===== src/rtl/kalman_result_buffer.sv =====
// Result FIFO that hands Kalman estimates to the SPI serializer, one per frame.
// Optional KALMAN_RESULT_BUFFER_STATS_EN adds drop/underrun counters.
module kalman_result_buffer #(
   parameter int DATA_W      = 16,
   parameter int DEPTH       = 4,
   parameter int SYNC_STAGES = 2
) (
   input  logic                    clk,
   input  logic                    rst,
   input  logic [DATA_W-1:0]       in_data,
   input  logic                    in_valid,
   output logic                    in_ready,
   input  logic                    rpi_cs,
   output logic [DATA_W-1:0]       filtered_data,
   output logic                    filter_done,
   output logic [$clog2(DEPTH):0]  fifo_level,
   output logic                    overflow
`ifdef KALMAN_RESULT_BUFFER_STATS_EN
   ,
   output logic [7:0]              drop_cnt,
   output logic [7:0]              underrun_cnt
`endif
);

   localparam int PW = $clog2(DEPTH);
   localparam int LW = PW + 1;

   typedef enum logic [1:0] {
      EMPTY    = 2'd0,
      LOADED   = 2'd1,
      SHIFTING = 2'd2
   } state_t;

   state_t state;
   state_t state_nx;

   logic [SYNC_STAGES-1:0] cs_sync;
   logic                   cs_s;
   logic                   cs_prev;
   logic                   cs_fall;
   logic                   cs_rise;

   logic [DATA_W-1:0] mem [DEPTH];
   logic [PW-1:0]     wr_ptr;
   logic [PW-1:0]     rd_ptr;

   logic full;
   logic nonempty;
   logic push;
   logic drop;
   logic pop;
   logic underrun;

   // Sync chain idles high so reset never fabricates a CS edge
   always_ff @(posedge clk) begin
      if (rst) begin
         cs_sync <= '1;
         cs_prev <= 1'b1;
      end else begin
         cs_sync <= {cs_sync[SYNC_STAGES-2:0], rpi_cs};
         cs_prev <= cs_s;
      end
   end

   assign cs_s    = cs_sync[SYNC_STAGES-1];
   assign cs_fall = cs_prev & ~cs_s;
   assign cs_rise = ~cs_prev & cs_s;

   // Status comes from the registered level only
   assign full     = (fifo_level == LW'(DEPTH));
   assign nonempty = (fifo_level != '0);
   assign in_ready = ~full;
   assign push     = in_valid & ~full;
   assign drop     = in_valid & full;

   always_ff @(posedge clk) begin
      if (rst) begin
         state <= EMPTY;
      end else begin
         state <= state_nx;
      end
   end

   always_comb begin
      state_nx = state;
      unique case (state)
         EMPTY: begin
            if (nonempty && cs_s && !cs_fall) begin
               state_nx = LOADED;
            end
         end
         LOADED: begin
            if (cs_fall) begin
               state_nx = SHIFTING;
            end
         end
         SHIFTING: begin
            if (cs_rise) begin
               state_nx = nonempty ? LOADED : EMPTY;
            end
         end
         default: state_nx = EMPTY;
      endcase
   end

   always_comb begin
      pop         = 1'b0;
      underrun    = 1'b0;
      filter_done = 1'b0;
      unique case (state)
         EMPTY: begin
            pop      = nonempty & cs_s & ~cs_fall;
            underrun = cs_fall;
         end
         LOADED: begin
            filter_done = 1'b1;
         end
         SHIFTING: begin
            filter_done = 1'b1;
            pop         = cs_rise & nonempty;
         end
         default: begin
            filter_done = 1'b0;
         end
      endcase
   end

   always_ff @(posedge clk) begin
      if (push) begin
         mem[wr_ptr] <= in_data;
      end
   end

   always_ff @(posedge clk) begin
      if (rst) begin
         wr_ptr        <= '0;
         rd_ptr        <= '0;
         fifo_level    <= '0;
         overflow      <= 1'b0;
         filtered_data <= '0;
      end else begin
         if (push) begin
            wr_ptr <= wr_ptr + PW'(1);
         end
         if (pop) begin
            filtered_data <= mem[rd_ptr];
            rd_ptr        <= rd_ptr + PW'(1);
         end
         if (push && !pop) begin
            fifo_level <= fifo_level + LW'(1);
         end else if (pop && !push) begin
            fifo_level <= fifo_level - LW'(1);
         end
         if (drop) begin
            overflow <= 1'b1;
         end
      end
   end

`ifdef KALMAN_RESULT_BUFFER_STATS_EN
   always_ff @(posedge clk) begin
      if (rst) begin
         drop_cnt     <= '0;
         underrun_cnt <= '0;
      end else begin
         if (drop && drop_cnt != 8'hff) begin
            drop_cnt <= drop_cnt + 8'd1;
         end
         if (underrun && underrun_cnt != 8'hff) begin
            underrun_cnt <= underrun_cnt + 8'd1;
         end
      end
   end
`endif

endmodule


===== config.mk =====
export PLATFORM = sky130hd
export DESIGN_NAME = kalman_result_buffer
export DESIGN_NICKNAME = d
export VERILOG_FILES = /design/src/rtl/kalman_result_buffer.sv
export SDC_FILE = /design/constraint.sdc
export NUM_CORES = 1
export LEC_CHECK = 0
export BUFFER_PORTS_ARGS = -buffer_cell sky130_fd_sc_hd__buf_2
export CAP_MARGIN = 20
export CORE_UTILIZATION = 55
export CTS_CLUSTER_SIZE = 20
export DETAILED_ROUTE_END_ITERATION = 8
export PLACE_DENSITY = 0.76
export SYNTH_ARGS = -nofsm -noshare
export SYNTH_HDL_FRONTEND = slang
export SYNTH_SLANG_ARGS = --single-unit

===== constraint.sdc =====
create_clock -name clk -period 4.25 [get_ports clk]
set_input_delay 0.6375 -clock clk [delete_from_list [all_inputs] [get_ports clk]]
set_output_delay 0.6375 -clock clk [all_outputs]
set_load 0.05 [all_outputs]

Yosys cells after proc, flatten, opt, wreduce, memory -nomap -nowiden
Memories as Yosys holds them, arrays and structs flattened. A register that Yosys moved wholly into a read port is not among the register bits.
Index checks and enable logic that the tools add are counted.
{"block": "word_totals", "register_bits": 13, "latchBits": 0, "ram_bits": 64, "romBits": 0, "input_bits": 20, "output_inout_bits": 22, "mem_count": 1}
{"block": "op_classes", "n_addsub": 4, "n_mul": 0, "n_div": 0, "magnitude_cmp": 0, "n_eq_ne": 6, "shift": 0, "n_mux": 11, "n_bitwise": 11, "n_reduce_logical": 12}
{"name": "mem", "words": 4, "word_bits": 16, "rd": 1, "rd_ports_with_merged_regs": 1, "write_ports": 1, "line": "43", "source": "logic [DATA_W-1:0] mem [DEPTH];"}
{"op": "1-bit bitwise AND", "n": 7}
{"op": "2-bit two-way mux", "n": 3}
{"op": "3-bit two-way mux", "n": 2}
{"op": "2-bit != test (second input constant)", "n": 3}
{"op": "2-bit case mux with 3 select lines", "n": 1}
{"op": "2-bit by 1-bit adder with 2-bit output (second input constant)", "n": 2}
{"op": "1-bit logical AND", "n": 4}
{"op": "1-bit two-way mux", "n": 4}
{"op": "1-bit inverter", "n": 4}
{"op": "3-bit by 1-bit adder with 3-bit output (second input constant)", "n": 1}
{"op": "3-bit == test (second input constant)", "n": 1}
{"op": "1-bit zero test", "n": 3}
{"op": "3-bit AND reduction", "n": 1}
{"op": "3-bit nonzero test", "n": 1}
{"op": "3-bit by 1-bit subtractor with 3-bit output (second input constant)", "n": 1}
{"op": "2-bit by 1-bit == test with 1-bit output (second input constant)", "n": 1}
{"op": "2-bit == test (second input constant)", "n": 1}
{"op": "2-bit zero test", "n": 1}
{"op": "1-bit case mux with 2 select lines", "n": 1}
{"op": "2-bit nonzero test", "n": 1}
{"op": "2-bit OR reduction", "n": 1}

Longest topological paths before layout
{"block": "depth", "ltp_word": 8, "mapped_depth": 13, "depth_no_buf": 11}

Least setup slack after synthesis
OpenSTA, ideal clock, no wires.
{"block": "synth_timing", "path_kind": "flip-flop to flip-flop", "startpoint": "register fifo_level[2]", "endpoint": "register fifo_level[2]", "setup_ns": 0.070, "arrival_time_ns": 2.579, "t_required_ns": 4.180, "slack_ns": 1.601, "path_stages_with_launch": 12, "path_buffers": 2, "period_less_slack_ns": 2.649, "path_cell_list": "dfxtp_1 > o31a_1 > o21a_1 > buf_4 > inv_4 > buf_2 > ha_1 > inv_1 > fa_1 > xor2_1 > or3_1 > a21oi_1"}
{"block": "synth_between", "elab_chain_cells": 7, "word_cells_on_any_way": 17, "classes_between": "2 x add/sub; 1 x eq/ne; 3 x mux; 5 x bitwise; 6 x reduce/logical"}
{"item": "from (decl)", "line": "16", "source": "output logic [$clog2(DEPTH):0] fifo_level,"}
{"item": "from (signal assigned)", "line": "150", "source": "fifo_level <= fifo_level + LW'(1);"}
{"item": "from (signal assigned)", "line": "152", "source": "fifo_level <= fifo_level - LW'(1);"}
{"item": "3-bit nonzero test", "line": "71", "source": "assign nonempty = (fifo_level != '0);"}
{"item": "1-bit bitwise AND (2 in a row)", "line": "112", "source": "pop = nonempty & cs_s & ~cs_fall;"}
{"item": "1-bit case mux with 2 select lines", "line": "110", "source": "unique case (state)"}
{"item": "1-bit zero test", "line": "149", "source": "if (push && !pop) begin"}
{"item": "1-bit logical AND", "line": "149"}
{"item": "3-bit two-way mux or 2-bit nonzero test (tied branches)"}
Several ways; a longest one is shown, not always the timed one. The select of a mux whose other input is x is not followed.
A chain may end at the register's enable or synchronous reset.

Worst setup path in the final report
{"block": "layout_timing", "startpoint": "register state[0]", "endpoint": "register fifo_level[2]"}
{"block": "layout_between", "elab_chain_cells": 5, "word_cells_on_any_way": 8, "classes_between": "1 x eq/ne; 2 x mux; 5 x reduce/logical"}
{"item": "from (decl)", "line": "34", "source": "state_t state;"}
{"item": "from (signal assigned)", "line": "80", "source": "state <= state_nx;"}
{"item": "2-bit == test or 2-bit zero test (tied branches)", "line": "110"}
{"item": "1-bit case mux with 2 select lines (*)", "line": "110"}
{"item": "1-bit zero test", "line": "149"}
{"item": "1-bit logical AND", "line": "149"}
{"item": "3-bit two-way mux or 2-bit nonzero test (tied branches)"}
Every way passes the cells marked *; elsewhere a longest branch is shown, timed or not.

==> metrics.md <==
| Metric | Value |
|---|---|
| Result of the run | `finished, final reports clean` |
| Count of TritonRoute iterations in the first routing pass | `4` |
| Worst reg-to-reg path cell count | `11` |
| Synthesized cell area | `3563 um2` |
| Initial antenna violation count | `0` |
| Number of global-route vias before repair | `1827` |
| Worst Hold Launch | `cs_sync[0]` |
| Total die area | `6805 um2` |
| Final setup fails | `0` |
| RD Place Congestion | `0.7458` |
| Overall via count from detail_route | `1891` |
| Total core area | `6096 um2` |
| Hold depth | `1` |
| Total congestion overflow after global routing | `0` |
| Shortest period the worst path allows | `2.923 ns` |
| Reported leakage power | `0.001466 uW` |
| RSZ-0062 raised after global routing | `no` |
| Buffers & Inverters on Critical Path | `3` |
| Post-synthesis cell count | `230` |
| Reg-to-reg critical path startpoint | `state[0]` |
| Category of the worst setup path launch point | `flop` |
| Fill count | `432` |
| Number of maximum-capacitance constraint violations | `0` |
| Sequential area share after synthesis | `0.7022` |
| Peak supply drop | `405.2 uV` |
| Post-Syn Area per Cell | `15.49 um2` |
| Detail-routed net length per standard cell | `15.96 um` |
| Arr. time, crit path | `3.20 ns` |
| Cells traversed along the worst timing path | `inv_1, ha_1, nor2b_1, o21a_1, inv_4, ha_1, inv_1, fa_1, xor2_1, or3_1, a21oi_1` |
| CTS Root Buffer Type | `sky130_fd_sc_hd__clkbuf_8` |
| First-iteration detailed-routing DRC count | `84` |
| Slowest cell on crit path | `sky130_fd_sc_hd__o21a_1` |
| R2R Setup Slk | `1.33 ns` |
| Vertical extent of the die | `82.49 um` |
| Worst-skew pair later-pin latency | `0.34 ns` |
| Final clock skew | `0.004988 ns` |
| Total Nets Final | `303` |
| Final period util | `0.6877` |
| DP Cell Count | `337` |
| Clock transition time at the flip-flop clock pins of the worst setup and hold paths | `0.08 ns` |
| Design Power | `2720 uW` |
| Post-cts gate resize count | `0` |
| Starting density of the core | `0.5846` |
| Max frequency | `0.3422 GHz` |
| Synth async-reset ratio | `0` |
| Number of clock sinks seen by CTS | `93` |
| Hold Crit Endpoint | `cs_sync[1]` |
| Total CTS buffers | `9` |
| CP Class | `reg2reg` |
| Number of buffers added for setup after CTS | `0` |
| Slowest Stage Delay on Critical Path | `0.41 ns` |
| Largest delay share family, worst path | `adder cells` |
| Number of buffers added to fix hold violations after cts | `0` |
| Power density over cell area | `676.2 nW/um2` |
| Critical path peak fanout | `19` |
| Crit end category | `flop` |
| Layout cells sized above 1 | `0.2734` |
| Largest net degree at the start of global routing | `33` |
| Number of synthesized flops with an enable pin | `64` |
| Worst-case clock buffer depth | `2` |
| Number of nets in the synthesized netlist | `260` |
| Post-detailed-routing wire length | `5633 um` |
| # IOs | `42` |
| Post-detailed-route via-to-cell ratio | `5.357` |
| Pins over their slew limit | `0` |
| Register bit count reported by yosys | `93` |
| Port buffer count | `41` |
| TritonCTS clock tree | `yes` |
| Non-filler cells in the finished layout | `353` |
| Number of distinct library cells after synthesis | `31` |
| Count of final hold-check violations | `0` |
| Relative slew slack | `0.4133` |
| Die Width | `82.49 um` |
| Number of warnings reported in the yosys synthesis log | `0` |
| Placement row count | `28` |
| Worst min path class | `reg2reg` |
| First-pass GRT wire length | `8942 um` |
| Sum Neg Setup Slack | `0 ns` |
| Number of antenna diodes | `0` |
| Endpoint required time on the critical path | `4.53 ns` |
| Slew at the pin closest to its max-slew limit | `0.8801 ns` |
| Leading register cell type out of synthesis | `sky130_fd_sc_hd__edfxtp_1` |
| DRC violations left | `0` |
| Half-perimeter wire length of the detailed placement result | `3505 um` |
| RR Endpoint | `fifo_level[2]` |
| Total Routing Usage GR | `0.1901` |
| Antenna Nets Post-Route | `0` |
| H-tree Lvls | `3` |
| Area delta synth->final | `12.89%` |
## logic make-up (layout without fill, tap and decap cells)
kind of cell    Yosys count  in the layout  share of synthesized area
compound gates           28             28                    0.04424
buf+inv                  17             65                    0.02212
fa+ha+maj                10             10                    0.03722
xor+xnor                  3              3                   0.007375
flops                    93             93                     0.7022
mux                      20             20                     0.1124
simple gates             59             59                    0.07444
## power by group
group	total, uW	switching, uW	leakage (uW)	internal [uW]
clock	589	283	0.000104	306
combinational	914	598	0.000538	315
sequential	1220	98.4	0.000825	1120
total	2720	979	0.00147	1740
## through the flow
stage                     hold slack, ns  setup WS (ns)  area (um2)    util
after detailed placement          0.3989          1.321        3820  0.6266
final                             0.4151          1.327        4023  0.6599
after CTS                         0.4201          1.301        4023  0.6599
after global routing              0.4530          1.101        4023  0.6599
after global placement            0.4065          1.436        3820  0.6266
after floorplan                   0.3895          1.601        3563       -
## synth_stat cells (2+ instances only)
cell,n,area [um2]
sky130_fd_sc_hd__nand2b_1,5,31.28
sky130_fd_sc_hd__nor2_1,9,33.78
sky130_fd_sc_hd__o21ai_0,3,15.01
sky130_fd_sc_hd__edfxtp_1,64,1922
sky130_fd_sc_hd__inv_1,6,22.52
sky130_fd_sc_hd__xor2_1,2,17.52
sky130_fd_sc_hd__dfxtp_1,29,580.6
sky130_fd_sc_hd__o31a_1,2,17.52
sky130_fd_sc_hd__nand2_1,33,123.9
sky130_fd_sc_hd__mux4_2,16,360.4
sky130_fd_sc_hd__or2_2,3,18.77
sky130_fd_sc_hd__and2_1,4,25.02
sky130_fd_sc_hd__a21oi_1,18,90.09
sky130_fd_sc_hd__mux2i_1,4,40.04
sky130_fd_sc_hd__buf_2,4,20.02
sky130_fd_sc_hd__ha_1,9,112.6
sky130_fd_sc_hd__clkbuf_1,4,15.01
sky130_fd_sc_hd__buf_4,2,15.01
## metal layers
| metal | routed length [um] | GRT usage |
|---|---|---|
| met5 | 0 | 0 |
| met2 | 2877 | 0.3132 |
| met1 | 2462 | 0.2426 |
| met4 | 76 | 0.09310 |
| met3 | 217 | 0.03736 |
## registers in the layout (all words and copies together), names as in the netlist
name / flops
cs_prev: 1
overflow: 1
rd_ptr: 2
filtered_data: 16
wr_ptr: 2
cs_sync: 2
mem: 64
state: 2
fifo_level: 3
## layout make-up
type                       instances  area [um2]  area share
sequential                        93        2502      0.6221
multi-input combinational        120       982.2      0.2442
timing repair buffer              42       212.7     0.05288
clock buffer                      13       158.9     0.03950
tap                               75       93.84     0.02333
clock inverter                     3       43.79     0.01089
inverter                           7       28.78    0.007154
## cells in the final DEF (no fill, tap or decap), types with 2 or more instances in the layout
cell                       synthesis  final
sky130_fd_sc_hd__edfxtp_1         64     64
sky130_fd_sc_hd__buf_2             4     41
sky130_fd_sc_hd__nand2_1          33     33
sky130_fd_sc_hd__dfxtp_1          29     29
sky130_fd_sc_hd__a21oi_1          18     18
sky130_fd_sc_hd__mux4_2           16     16
sky130_fd_sc_hd__clkbuf_8          0     11
sky130_fd_sc_hd__nor2_1            9      9
sky130_fd_sc_hd__ha_1              9      9
sky130_fd_sc_hd__inv_1             6      6
sky130_fd_sc_hd__nand2b_1          5      5
sky130_fd_sc_hd__and2_1            4      4
sky130_fd_sc_hd__mux2i_1           4      4
sky130_fd_sc_hd__o21ai_0           3      3
sky130_fd_sc_hd__or2_2             3      3
sky130_fd_sc_hd__o31a_1            2      2
sky130_fd_sc_hd__xor2_1            2      2
sky130_fd_sc_hd__clkbuf_1          4      2
## worst max-delay path by stage
stage,from,endpoint,slack [ns],cells after the start
detailed placement,state[0],fifo_level[2],1.32,11
finish,state[0],fifo_level[2],1.33,11
global placement,state[0],fifo_level[2],1.44,11
floorplan,fifo_level[2],fifo_level[2],1.60,11
CTS,state[0],fifo_level[2],1.30,11
global route,state[0],fifo_level[2],1.10,11
Note: power is estimated with default switching activity, not from simulation.
